==> src/rtl/vga_sram_arbiter_if.sv <==
// Shared-SRAM arbitration bus: the VGA read port, the CPU read/write port and
// the SRAM controller port, bundled so the arbiter and its environment see
// one connection. The arbiter takes the slave view; whatever surrounds it
// (requesters plus SRAM controller) takes the master view.
interface vga_sram_arbiter_if;
  // VGA scan-out read port
  logic        vga_req;
  logic [31:0] vga_addr;
  logic [31:0] vga_data;
  logic        vga_valid;
  logic        vga_busy;

  // CPU data port
  logic        cpu_req;
  logic        cpu_we;
  logic [31:0] cpu_addr;
  logic [31:0] cpu_wdata;
  logic [3:0]  cpu_sel;
  logic [31:0] cpu_rdata;
  logic        cpu_ack;
  logic        cpu_busy;

  // SRAM controller port
  logic        mem_req;
  logic        mem_we;
  logic [31:0] mem_addr;
  logic [31:0] mem_wdata;
  logic [3:0]  mem_sel;
  logic [31:0] mem_rdata;
  logic        mem_busy;

  modport slave (
    input  vga_req, vga_addr,
    output vga_data, vga_valid, vga_busy,
    input  cpu_req, cpu_we, cpu_addr, cpu_wdata, cpu_sel,
    output cpu_rdata, cpu_ack, cpu_busy,
    output mem_req, mem_we, mem_addr, mem_wdata, mem_sel,
    input  mem_rdata, mem_busy
  );

  modport master (
    output vga_req, vga_addr,
    input  vga_data, vga_valid, vga_busy,
    output cpu_req, cpu_we, cpu_addr, cpu_wdata, cpu_sel,
    input  cpu_rdata, cpu_ack, cpu_busy,
    input  mem_req, mem_we, mem_addr, mem_wdata, mem_sel,
    output mem_rdata, mem_busy
  );
endinterface

==> src/rtl/vga_sram_arbiter.sv <==
// Two-requester arbiter for the single-ported SRAM. VGA scan-out has
// priority; a 4-bit starvation counter caps how many VGA grants may be issued
// back to back while the CPU is waiting. One transfer is in flight at a time
// and it completes on the first edge where the SRAM reports mem_busy=0.
module vga_sram_arbiter #(
  parameter int STARVE_MAX = 8
) (
  input  logic                 clk,
  input  logic                 nrst,
  vga_sram_arbiter_if.slave    bus
);

  localparam logic [3:0] STARVE_LIM = 4'(STARVE_MAX);

  typedef enum logic [1:0] {
    IDLE     = 2'd0,
    VGA_XFER = 2'd1,
    CPU_XFER = 2'd2
  } state_t;

  state_t      state;
  logic [3:0]  starve_cnt;

  logic [31:0] vga_data_q;
  logic        vga_valid_q;
  logic [31:0] cpu_rdata_q;
  logic        cpu_ack_q;
  logic        mem_req_q;
  logic        mem_we_q;
  logic [31:0] mem_addr_q;
  logic [31:0] mem_wdata_q;
  logic [3:0]  mem_sel_q;

  logic        vga_elig;
  logic        cpu_elig;
  logic        vga_win;
  logic        cpu_win;

  // Grant decision. A requester whose completion pulse is showing this cycle
  // is still holding req for the request that just finished, so it is not
  // eligible; that keeps a finished request from being served twice.
  always_comb begin
    vga_elig = bus.vga_req & ~vga_valid_q;
    cpu_elig = bus.cpu_req & ~cpu_ack_q;
    vga_win  = (state == IDLE) & vga_elig &
               ((starve_cnt < STARVE_LIM) | ~cpu_elig);
    cpu_win  = (state == IDLE) & ~vga_win & cpu_elig;
  end

  // Arbitration FSM with all bus outputs registered; reset abandons any
  // transfer in flight without acknowledging it.
  always_ff @(posedge clk or negedge nrst) begin
    if (!nrst) begin
      state       <= IDLE;
      starve_cnt  <= 4'd0;
      vga_data_q  <= 32'd0;
      vga_valid_q <= 1'b0;
      cpu_rdata_q <= 32'd0;
      cpu_ack_q   <= 1'b0;
      mem_req_q   <= 1'b0;
      mem_we_q    <= 1'b0;
      mem_addr_q  <= 32'd0;
      mem_wdata_q <= 32'd0;
      mem_sel_q   <= 4'd0;
    end else begin
      vga_valid_q <= 1'b0;
      cpu_ack_q   <= 1'b0;

      // The counter only measures a continuous CPU wait; any cycle without a
      // CPU request, or the CPU finally winning, starts it over.
      if (!bus.cpu_req) begin
        starve_cnt <= 4'd0;
      end else if (cpu_win) begin
        starve_cnt <= 4'd0;
      end else if (vga_win && (starve_cnt < STARVE_LIM)) begin
        starve_cnt <= starve_cnt + 4'd1;
      end

      case (state)
        IDLE: begin
          if (vga_win) begin
            state      <= VGA_XFER;
            mem_req_q  <= 1'b1;
            mem_we_q   <= 1'b0;
            mem_addr_q <= bus.vga_addr;
            mem_sel_q  <= 4'hF;
          end else if (cpu_win) begin
            state       <= CPU_XFER;
            mem_req_q   <= 1'b1;
            mem_we_q    <= bus.cpu_we;
            mem_addr_q  <= bus.cpu_addr;
            mem_wdata_q <= bus.cpu_wdata;
            mem_sel_q   <= bus.cpu_sel;
          end else begin
            mem_req_q <= 1'b0;
            mem_we_q  <= 1'b0;
          end
        end

        VGA_XFER: begin
          if (!bus.mem_busy) begin
            vga_data_q  <= bus.mem_rdata;
            vga_valid_q <= 1'b1;
            state       <= IDLE;
            mem_req_q   <= 1'b0;
            mem_we_q    <= 1'b0;
          end
        end

        CPU_XFER: begin
          if (!bus.mem_busy) begin
            // Writes leave the last read data in place.
            if (!mem_we_q) begin
              cpu_rdata_q <= bus.mem_rdata;
            end
            cpu_ack_q <= 1'b1;
            state     <= IDLE;
            mem_req_q <= 1'b0;
            mem_we_q  <= 1'b0;
          end
        end

        default: begin
          state     <= IDLE;
          mem_req_q <= 1'b0;
          mem_we_q  <= 1'b0;
        end
      endcase
    end
  end

  // Busy flags are the only combinational outputs: pending and not yet done.
  assign bus.vga_busy  = bus.vga_req & ~vga_valid_q;
  assign bus.cpu_busy  = bus.cpu_req & ~cpu_ack_q;

  assign bus.vga_data  = vga_data_q;
  assign bus.vga_valid = vga_valid_q;
  assign bus.cpu_rdata = cpu_rdata_q;
  assign bus.cpu_ack   = cpu_ack_q;
  assign bus.mem_req   = mem_req_q;
  assign bus.mem_we    = mem_we_q;
  assign bus.mem_addr  = mem_addr_q;
  assign bus.mem_wdata = mem_wdata_q;
  assign bus.mem_sel   = mem_sel_q;

endmodule

==> src/flat_wrapper.sv <==
// flat-port wrapper written by rule: the top's interface ports become plain ports
module vga_sram_arbiter_flat 
#(
  parameter int STARVE_MAX = 8
)
  (clk, nrst, bus_vga_req, bus_vga_addr, bus_vga_data, bus_vga_valid, bus_vga_busy, bus_cpu_req, bus_cpu_we, bus_cpu_addr, bus_cpu_wdata, bus_cpu_sel, bus_cpu_rdata, bus_cpu_ack, bus_cpu_busy, bus_mem_req, bus_mem_we, bus_mem_addr, bus_mem_wdata, bus_mem_sel, bus_mem_rdata, bus_mem_busy);
  vga_sram_arbiter_if bus_i ();
  input  logic clk;
  input  logic nrst;
  input wire logic [$bits(bus_i.vga_req)-1:0] bus_vga_req;
  input wire logic [$bits(bus_i.vga_addr)-1:0] bus_vga_addr;
  output wire logic [$bits(bus_i.vga_data)-1:0] bus_vga_data;
  output wire logic [$bits(bus_i.vga_valid)-1:0] bus_vga_valid;
  output wire logic [$bits(bus_i.vga_busy)-1:0] bus_vga_busy;
  input wire logic [$bits(bus_i.cpu_req)-1:0] bus_cpu_req;
  input wire logic [$bits(bus_i.cpu_we)-1:0] bus_cpu_we;
  input wire logic [$bits(bus_i.cpu_addr)-1:0] bus_cpu_addr;
  input wire logic [$bits(bus_i.cpu_wdata)-1:0] bus_cpu_wdata;
  input wire logic [$bits(bus_i.cpu_sel)-1:0] bus_cpu_sel;
  output wire logic [$bits(bus_i.cpu_rdata)-1:0] bus_cpu_rdata;
  output wire logic [$bits(bus_i.cpu_ack)-1:0] bus_cpu_ack;
  output wire logic [$bits(bus_i.cpu_busy)-1:0] bus_cpu_busy;
  output wire logic [$bits(bus_i.mem_req)-1:0] bus_mem_req;
  output wire logic [$bits(bus_i.mem_we)-1:0] bus_mem_we;
  output wire logic [$bits(bus_i.mem_addr)-1:0] bus_mem_addr;
  output wire logic [$bits(bus_i.mem_wdata)-1:0] bus_mem_wdata;
  output wire logic [$bits(bus_i.mem_sel)-1:0] bus_mem_sel;
  input wire logic [$bits(bus_i.mem_rdata)-1:0] bus_mem_rdata;
  input wire logic [$bits(bus_i.mem_busy)-1:0] bus_mem_busy;
  assign bus_i.vga_req = bus_vga_req;
  assign bus_i.vga_addr = bus_vga_addr;
  assign bus_vga_data = bus_i.vga_data;
  assign bus_vga_valid = bus_i.vga_valid;
  assign bus_vga_busy = bus_i.vga_busy;
  assign bus_i.cpu_req = bus_cpu_req;
  assign bus_i.cpu_we = bus_cpu_we;
  assign bus_i.cpu_addr = bus_cpu_addr;
  assign bus_i.cpu_wdata = bus_cpu_wdata;
  assign bus_i.cpu_sel = bus_cpu_sel;
  assign bus_cpu_rdata = bus_i.cpu_rdata;
  assign bus_cpu_ack = bus_i.cpu_ack;
  assign bus_cpu_busy = bus_i.cpu_busy;
  assign bus_mem_req = bus_i.mem_req;
  assign bus_mem_we = bus_i.mem_we;
  assign bus_mem_addr = bus_i.mem_addr;
  assign bus_mem_wdata = bus_i.mem_wdata;
  assign bus_mem_sel = bus_i.mem_sel;
  assign bus_i.mem_rdata = bus_mem_rdata;
  assign bus_i.mem_busy = bus_mem_busy;
  vga_sram_arbiter #(.STARVE_MAX(STARVE_MAX)) u_core (.clk(clk), .nrst(nrst), .bus(bus_i));
endmodule
==> config.mk <==
export PLATFORM = sky130hd
export DESIGN_NAME = vga_sram_arbiter_flat
export DESIGN_NICKNAME = d
export VERILOG_FILES = /design/src/rtl/vga_sram_arbiter_if.sv /design/src/rtl/vga_sram_arbiter.sv /design/src/flat_wrapper.sv
export SDC_FILE = /design/constraint.sdc
export NUM_CORES = 1
export LEC_CHECK = 0
export ABC_AREA = 1
export CAP_MARGIN = 10
export CORE_AREA = 10 10 143 145
export CTS_CLUSTER_SIZE = 12
export DETAILED_ROUTE_END_ITERATION = 10
export DIE_AREA = 0 0 153 155
export HOLD_SLACK_MARGIN = 0.05
export PLACE_DENSITY = 0.77
export SYNTH_ARGS = -nofsm -noshare
export SYNTH_HDL_FRONTEND = slang
export SYNTH_SLANG_ARGS = --single-unit
==> constraint.sdc <==
create_clock -name clk -period 1.9 [get_ports clk]
set_clock_uncertainty 0.2 [all_clocks]
set_input_delay 0.285 -clock clk [delete_from_list [all_inputs] [get_ports clk]]
set_output_delay 0.285 -clock clk [all_outputs]
set_load 0.01 [all_outputs]
======== Word-level counts from Yosys, hierarchy flattened ========
Cells that the tools add are included.
word-level totals
  flip-flop bits (word level) ............. 142
  latch bits .............................. 0
  memory bits (writable) .................. 0
  bits in read-only memories .............. 0
  bits of input ports ..................... 138
  output and inout port bits .............. 138
  word-level logic and storage cells ...... 61
  memories ................................ 0
operators by class
  $add $sub $neg .......................... 1
  multipliers ............................. 0
  divide/modulo/power cells ............... 0
  order comparisons ....................... 1
  eq/ne operators ......................... 5
  shifts and indexed selects .............. 0
  muxes and demuxes ....................... 21
  bitwise operators ....................... 13
  reduce and logical (&&, ||, !) cells .... 9
operators with widths
  operator               count
  $mux W32               2
  $mux W4                5
  $mux W1                8
  $and A1 B1 Y1          6
  $mux W2                3
  $ne A3 B1 Y1 const B   2
  $not A1 Y1             6
  $reduce_and A2 Y1      3
  $reduce_and A3 Y1      2
  $add A4 B1 Y4 const B  1
  $lt A4 B4 Y1 const B   1
  $pmux W1 S2            2
  $pmux W2 S2            1
  $eq A2 B1 Y1 const B   1
  $eq A2 B2 Y1 const B   1
  $logic_not A2 Y1       1
  $ne A2 B2 Y1 const B   1
  $reduce_bool A2 Y1     1
  $reduce_or A2 Y1       1
  $logic_and A1 B1 Y1    1
  $or A1 B1 Y1           1

======== Depth between registers and ports, before layout ========
  word-level depth ........................ 11
  mapped depth ............................ 9
  depth with buffers taken out ............ 8

======== Least setup slack after synthesis ========
No wires, ideal clock.
  path type ............................... register -> register
  from .................................... register u_core.state[0]
  to ...................................... register u_core.mem_addr_q[11], in the netlist u_core.bus.mem_addr[11]
  setup time .............................. 117 ps
  data arrival time ....................... 1,411 ps
  data required time ...................... 1,583 ps
  setup slack ............................. 172 ps
  stages on the path, launching flop included .. 9
  path buffers ............................ 1
  period minus slack after synthesis ...... 1,728 ps
  cell sequence ........................... dfrtp_1 inv_1 ha_1 nand3_2 inv_2 clkbuf_1 nand3b_1 nand3_1 nand2_1
between the ends
  longest elaborated chain between the ends .. 8
  elaborated cells on any way between the ends .. 9
  classes of those cells .................. mux (1); bitwise (5); reduce/logical (3)
RTL lines
  item                          RTL line                                                                text
  start, declared               vga_sram_arbiter.sv:21                                                  state_t state;
  start signal, assigned        vga_sram_arbiter.sv:54                                                  state <= IDLE;
  start signal, assigned        vga_sram_arbiter.sv:82                                                  state <= VGA_XFER;
  start signal, assigned        vga_sram_arbiter.sv:88                                                  state <= CPU_XFER;
  $logic_not A2 Y1 (*)          vga_sram_arbiter.sv:45, vga_sram_arbiter.sv:47, vga_sram_arbiter.sv:79
  $and A1 B1 Y1 (2 in a row)    vga_sram_arbiter.sv:45                                                  vga_win = (state == IDLE) & vga_elig &
  $not A1 Y1 (no line)          n/a
  $and A1 B1 Y1 (2 in a row)    vga_sram_arbiter.sv:47                                                  cpu_win = (state == IDLE) & ~vga_win & cpu_elig;
  $reduce_bool A2 Y1 (no line)  n/a
  $reduce_and A2 Y1 (no line)   n/a
  end signal, assigned          vga_sram_arbiter.sv:85                                                  mem_addr_q <= bus.vga_addr;
  end signal, assigned          vga_sram_arbiter.sv:91                                                  mem_addr_q <= bus.cpu_addr;
  end, declared                 vga_sram_arbiter.sv:30                                                  logic [31:0] mem_addr_q;
Mark *: on every way between the ends. The rest lies on a longest branch, timed or not.
A chain may end at the register's enable or synchronous reset.

======== Worst setup path after layout ========
  from .................................... register u_core.vga_valid_q, in the netlist u_core.bus.vga_valid
  to ...................................... output bus_vga_valid
RTL lines
  item                    RTL line                 text
  start, declared         vga_sram_arbiter.sv:25   logic vga_valid_q;
  start signal, assigned  vga_sram_arbiter.sv:57   vga_valid_q <= 1'b0;
  start signal, assigned  vga_sram_arbiter.sv:66   vga_valid_q <= 1'b0;
  start signal, assigned  vga_sram_arbiter.sv:103  vga_valid_q <= 1'b1;
  end, declared           flat_wrapper.sv:13       output wire logic [$bits(bus_i.vga_valid)-1:0] bus_vga_valid;
No word-level cell between the ends.

==> results.txt <==
The portion of synthesized area spent on multiplexers is 0%. The nature of the critical path startpoint is a flip-flop. The highest net fanout along the worst path is 2. The required time of the critical path came out at 1.41 ns. The H-tree was split into 4 levels. The die covers 23,700 um^2. In this run the register-to-register setup slack is 0.18 ns.

The initial antenna violation count came to 0. The die outline height is 155 um. After Yosys synthesis, and, or, nand and nor cells account for 26.3% of the synthesized area. Counting cells, the worst reg-to-reg path comes to 8. The total leakage power is 4.86 nW. In this design, the stage delay of the slowest critical-path cell is 0.59 ns. The synthesized netlist devotes 6.10% of its cell area to compound gates. The number of nets handed over by synthesis was 843. The layout cell share with drive strength beyond 1 is 7.78%.

The maximum vdd ir drop is 0.000745 V. Once detail routing completed, the nets flagged for antenna violations numbered 0. The warning count from the yosys run came out at 0. The area of the core region is 17,700 um^2.

The area share of xor/xnor cells in the synthesized design came out at 0.144%. The largest family of logic cells by synthesized area is simple AND/OR/NAND/NOR gates. The number of buffer and inverter stages on the critical path came out at 1. The final global-route overflow total came out at 0. The number of clock sinks came out at 142.

After floorplanning, the core was divided into 49 placement rows. For this design the top-level I/O count stands at 276. The antenna diode count is 0. The number of hold violations in the final report is 0. The number of buffers created by CTS is 17. The count of filler cells inserted in the layout came out at 1,543. The endpoint arrival time on the critical path is 1.37 ns. The total power density per cell area is 1580 nW/um^2. After the last flow step, the layout net total stands at 1,132. The post-synthesis sequential element count came out at 142. The clock-pin slew reported for the worst setup and hold paths after clock tree synthesis came out at 0.06 ns. The average cell area after synthesis came out at 8.69 um^2. The setup violation total in the final timing report came out at 0.

The number of setup buffers added after CTS is 0. The source-to-sink clock delay at the later pin of the worst-skew pair came out at 0.41 ns. For the pin with the worst max-slew slack, the measured transition is 0.339 ns. The setup slack after layout came out at 0.0441 ns.

The first global-routing pass estimated 32,100 um of wire. The total placed cells including tap cells came out at 1,199. In this design, the largest share of critical-path delay is due to buffers and inverters. The number of search-and-repair iterations in the first detailed-routing pass is 4.

The remaining routing DRC violations came out at 0. Once layout is done, the placed cells without fillers occupy 9910 um^2. The detail-routed via count per cell came out at 4.63. The die is 153 um wide.

Max-cap violations in this run came to 0. The gate count after technology mapping came out at 701. For the finished layout, the period the worst path requires is 1.86 ns. The pin count of the biggest net entering global routing is 65.

The largest buffer count on any clock path came out at 2. The initial detailed-routing violation count came out at 248. The master cell of the clock root buffer is sky130_fd_sc_hd__clkbuf_16. The post-synthesis instance area is 6090 um^2.

The placed wire-length estimate is 15,300 um. The number of I/O port buffers came out at 275. The final wirelength came out at 20,500 um.

The post-synthesis sequential area ratio came out at 58.4%. STA classifies the critical path endpoint as an output pin. The minimum setup slack after placement came out at -0.205 ns. The number of global-route vias before repair came out at 5,945. In this run the critical register-to-register path is captured at u_core.bus.mem_sel[1]. The number of max-slew violations in the final report came out at 0.

Compared with the post-synthesis result, the final layout area differs by 62.8%. The clock tree from TritonCTS is built. Summing the areas of all fa, ha and maj instances in the mapped netlist gives 0.822% of the synthesized area. The remaining max-slew budget at the tightest pin came out at 77.4%. The worst setup path is of the reg -> out kind. The final standard cell count with taps included and fillers excluded came out at 1,232. The reg-to-reg startpoint is u_core.state[0]. The post-synthesis cell type count came out at 23. Walking the worst path, the cells encountered are clkdlybuf4s50_1. The class of the most critical hold timing path is in -> async.

Among all stages on the critical path, the largest delay is contributed by sky130_fd_sc_hd__clkdlybuf4s50_1. The flow ran to the end, and the final reports show no timing, DRC or antenna violations. Dividing the detail-routed wire length by the instance count gives 16.6 um. Routability-driven placement finished with a final weighted congestion of 0.864. The utilization of the core after routing came out at 56.2%. The upper clock frequency limit came out at 539 MHz. The total via count after detailed routing came out at 5,708. The worst hold slack after final layout is 0.120 ns. The initial standard-cell utilization of the core is 34.5%. The post-route clock period utilization came out at 97.7%. Across every metal layer, demand over resource in global routing totals 16.7%. The total placed instance area came out at 9280 um^2. Setup repair after global routing left no endpoint under its margin.
-- worst max path at each step --
stage	slack, ns	end	cells past startpoint	from
2_1_floorplan	0.17	u_core.bus.mem_addr[11]	8	u_core.state[0]
4_1_cts	0.002	u_core.bus.mem_addr[8]	9	u_core.state[0]
3_3_place_gp	-0.19	bus_cpu_busy	4	bus_cpu_req
6_report	0.04	bus_vga_valid	1	u_core.bus.vga_valid
5_1_grt	0.0004	bus_cpu_rdata[16]	1	u_core.bus.cpu_rdata[16]
3_5_place_dp	-0.20	bus_cpu_busy	4	bus_cpu_req
-- through the flow --
stage / total power [mW] / setup TNS (ns)
6_report: 15.7 / 0
5_1_grt: 16.8 / 0
4_1_cts: 15.9 / 0
3_5_place_dp: 12.5 / -3.00
3_3_place_gp: 12.3 / -1.67
2_1_floorplan: 8.16 / 0
-- layout by cell type (no fill, tap or decap), types with 4 or more instances in the layout --
cell,n
sky130_fd_sc_hd__nand4_1,5
sky130_fd_sc_hd__nor2_1,6
sky130_fd_sc_hd__nand3_1,69
sky130_fd_sc_hd__dlymetal6s2s_1,6
sky130_fd_sc_hd__clkdlybuf4s50_1,263
sky130_fd_sc_hd__nand2_1,237
sky130_fd_sc_hd__dfrtp_1,142
sky130_fd_sc_hd__nand3b_1,35
sky130_fd_sc_hd__inv_6,5
sky130_fd_sc_hd__dlygate4sd2_1,4
sky130_fd_sc_hd__buf_12,8
sky130_fd_sc_hd__nand2_2,4
sky130_fd_sc_hd__buf_4,25
sky130_fd_sc_hd__clkbuf_16,17
sky130_fd_sc_hd__o21ai_0,70
sky130_fd_sc_hd__inv_2,5
sky130_fd_sc_hd__inv_1,77
-- power breakdown --
part / leakage (nW) / internal, mW / switching (mW)
Combinational: 2.81 / 3.72 / 3.41
Clock: 0.283 / 1.94 / 1.40
Sequential: 1.77 / 4.42 / 0.778
Total: 4.86 / 10.1 / 5.59
-- logic make-up after synthesis --
kind of cell,after synthesis
xor gates and xnor gates,1
buffers and inverters,121
and+or+nand+nor,359
adders and majority gates,4
AOI/OAI and AO/OA,74
DFF,142
-- flip-flops by register name, summed over array words and instances, names as in the netlist, 2 cells and up --
register	count
u_core.starve_cnt	4
u_core.state	2
u_core.bus.mem_sel	4
u_core.bus.cpu_rdata	32
u_core.bus.mem_wdata	32
u_core.bus.mem_addr	32
u_core.bus.vga_data	32
-- metal layers --
| metal | vias to the layer above | global-route usage [%] | share of wire, % |
|---|---|---|---|
| li1 | 2776 | - | - |
| met1 | 2653 | 19.7 | 42 |
| met2 | 251 | 26.0 | 45 |
| met3 | 28 | 8.91 | 11 |
| met4 | 0 | 4.95 | 1.8 |
| met5 | - | 0 | 0 |
-- cells in the mapped netlist --
cell	instances	area, um^2
sky130_fd_sc_hd__o22ai_1	1	6.26
sky130_fd_sc_hd__nand3b_1	35	263
sky130_fd_sc_hd__inv_1	78	293
sky130_fd_sc_hd__nor2_1	6	22.5
sky130_fd_sc_hd__xor2_1	1	8.76
sky130_fd_sc_hd__clkbuf_1	20	75.1
sky130_fd_sc_hd__dfrtp_1	142	3550
sky130_fd_sc_hd__nor2_4	1	11.3
sky130_fd_sc_hd__buf_1	1	3.75
sky130_fd_sc_hd__a21oi_1	1	5.00
sky130_fd_sc_hd__o21ai_1	2	10.0
sky130_fd_sc_hd__ha_1	4	50.1
sky130_fd_sc_hd__buf_2	8	40.0
sky130_fd_sc_hd__buf_4	9	67.6
sky130_fd_sc_hd__nand2_1	238	893
sky130_fd_sc_hd__nand4_1	5	31.3
sky130_fd_sc_hd__nor3_1	1	5.00
sky130_fd_sc_hd__buf_6	1	11.3
sky130_fd_sc_hd__inv_2	4	15.0
sky130_fd_sc_hd__nand2_2	3	18.8
sky130_fd_sc_hd__o21ai_0	70	350
sky130_fd_sc_hd__nand3_1	69	345
sky130_fd_sc_hd__nand3_2	1	10.0
-- cell type report --
class	instances	area, um^2	share of cell area (%)
well taps	229	287	2.89
flip-flops and latches	142	3550	35.8
clock inverters	12	125	1.26
repair buffers	309	3120	31.5
multi-input cells	438	2050	20.7
clock buffers	20	467	4.71
inverters	82	308	3.10
-- repair_timing --
item,CTS,global route
endpoints found under the hold margin,142,0
resized for setup,5,11
setup endpoints to repair,5,73
hold buffers,1,0
Note: power is estimated with default switching activity, not from simulation.
==> variant, RTL diff (config.mk and constraints unchanged) <==
Reset style: synchronous (`nrst`), changed in one clocked block.
--- a/src/rtl/vga_sram_arbiter.sv
+++ b/src/rtl/vga_sram_arbiter.sv
@@ -50,5 +50,5 @@
   // Arbitration FSM with all bus outputs registered; reset abandons any
   // transfer in flight without acknowledging it.
-  always_ff @(posedge clk or negedge nrst) begin
+  always_ff @(posedge clk) begin
     if (!nrst) begin
       state       <= IDLE;
Formal check against the unedited RTL: differs if nrst is asserted again (counterexample within 4 cycles, from zero or initial values and one cycle with nrst low); with nrst held inactive, the same outputs for 4 cycles.
==> variant against the unedited design <==
- area after synthesis is 1.4% higher
- cell count increased by 16%
- clock power decreased by 8.4%
- routed wire length is 3.5% higher
- cell area is 1.2% lower
- sequential cell count is the same
- maximum frequency grew 1.4%
- setup slack improved by 0.026 ns
- utilization down 0.69 points
- total power is 14% lower
- critical endpoint is now bus_mem_we
==> variant: results (changes against the unedited design) <==
stage,metric,value,unit,change
detailed_routing,vias after detailed routing,6431,,was 5708
detailed_routing,Initial DRC Count,320,,was 248
power_and_ir_drop,Psw,0.00498,W,was 0.00559 W
detailed_routing,met3 wire len,1780,um,was 2350 um
power_and_ir_drop,Static Leak,4.49,nW,was 4.86 nW
global_route,number of global-route vias before repair,6183,,was 5945
setup_path,WP data arrival,1.35,ns,was 1.37 ns
global_route,met1 usage,19.5,%,was 19.7%
global_route,met2 usage in global routing,28.2,%,was 26.0%
setup_path,r2r worst-path depth,10,,was 8
min_path,HP Class,input port to flop,,was input port to async pin
logic_synthesis,adder and majority cell fraction of the synthesized area,0.810,%,was 0.822%
global_route,first-pass GRT wire length,33300,um,was 32100 um
finish,Layout Nets,1326,,was 1132
logic_synthesis,Synth Instances,920,,was 701
status,status,"finished, final reports clean",,unchanged
detailed_routing,DRT Wirelength,21200,um,was 20500 um
global_route,GRT Total Usage,17.1,%,was 16.7%
finish,Fillers,1656,,was 1543
logic_synthesis,Area contributors post-synth,"dfxtp_1 (46%), nor2_1 (15%), nand2_1 (8.7%), inv_1 (7.4%), o21ai_0 (5.8%)",,"was dfrtp_1 (58%), nand2_1 (15%), o21ai_0 (5.8%), nand3_1 (5.7%), inv_1 (4.8%)"
power_and_ir_drop,Seq pwr share,32.0,%,was 33.2%
global_route,initial antenna violation count,1,,was 0
place,setup slack at placement,-0.108,ns,was -0.205 ns
power_and_ir_drop,Clk pwr share,22.7,%,was 21.3%
logic_synthesis,Most used DFF post-synth,dfxtp_1,,was dfrtp_1
finish,fraction of layout cells with a size suffix above 1,5.93,%,was 7.78%
logic_synthesis,"top cells by count, synth","nor2_1 (240), nand2_1 (143), dfxtp_1 (142)",,"was nand2_1 (238), dfrtp_1 (142), inv_1 (78)"
place,placed cell area,0.00923,mm^2,was 0.00928 mm^2
place,GP Congestion,0.798,,was 0.864
global_route,met3 Use GR,7.33,%,was 8.91%
setup_path,crit path max fanout,3,,was 2
detailed_routing,wl on met1,8660,um,was 8500 um
logic_synthesis,Post-synth ARST share,0,%,was 100%
finish,Layout Cells excl Fill,1427,,was 1232
global_route,largest net degree at the start of global routing,77,,was 65
logic_synthesis,register area share after synthesis,46.0,%,was 58.4%
timing,Slew headroom,74.6,%,was 77.4%
logic_synthesis,Synth Area in Compound Gates,6.16,%,was 6.10%
power_and_ir_drop,Max VDD drop,0.816,mV,was 0.745 mV
finish,multi-input logic area,0.00251,mm^2,was 0.00205 mm^2
detailed_routing,met2 WL post-DR,10200,um,was 9250 um
## variant: cell count changes in the layout (fill, tap and decap cells not counted), sizes merged, moves of 3 or more
cell           change
dfxtp            +142
inv               +44
nand4             +28
buf                -7
nand3b            -35
dlymetal6s2s       -6
nand2             -96
dfrtp            -142
nor3               +3
nor2             +235
clkdlybuf4s50      +8
clkinv            +24
## variant: path summary, 6_finish.rpt
path / slack, ns / startpoint / end
worst max-delay path: 0.07 / u_core.bus.mem_we$_SDFFE_PN0P_ / bus_mem_we
worst max register to register: 0.15 / u_core.state[0]$_SDFFE_PN0P_ / u_core.bus.mem_wdata[5]$_SDFFE_PN0P_
worst min-delay path: 0.27 / bus_mem_rdata[0] / u_core.bus.vga_data[0]$_SDFFE_PN0P_
worst min register to register: 0.28 / u_core.bus.cpu_rdata[11]$_SDFFE_PN0P_ / u_core.bus.cpu_rdata[11]$_SDFFE_PN0P_
## variant: repair_timing
action                                  4_1_cts  5_1_grt
hold endpoints to repair                      2        0
resized for setup                             3        2
pin swaps                                     0        0
endpoints found under the setup margin        3       52
hold buffers                                  1        0
## variant: cells by family (layout without fill, tap and decap cells)
kind of cell | count (synthesis) | after routing
AO/OA/AOI/OAI | 76 | 76
XOR/XNOR | 2 | 2
adder cells (fa/ha/maj) | 4 | 4
buffers and inverters | 203 | 480
flip-flops | 142 | 142
other | 0 | 1
AND/OR/NAND/NOR | 493 | 493
## variant: cell type report
class / instances / area share [%]
multi-input combinational: 575 / 25.7
antenna: 1 / 0.0256
sequential: 142 / 29.0
timing repair buffer: 302 / 31.3
clock buffer: 18 / 4.38
tap: 229 / 2.93
clock inverter: 14 / 1.11
inverter: 146 / 5.60
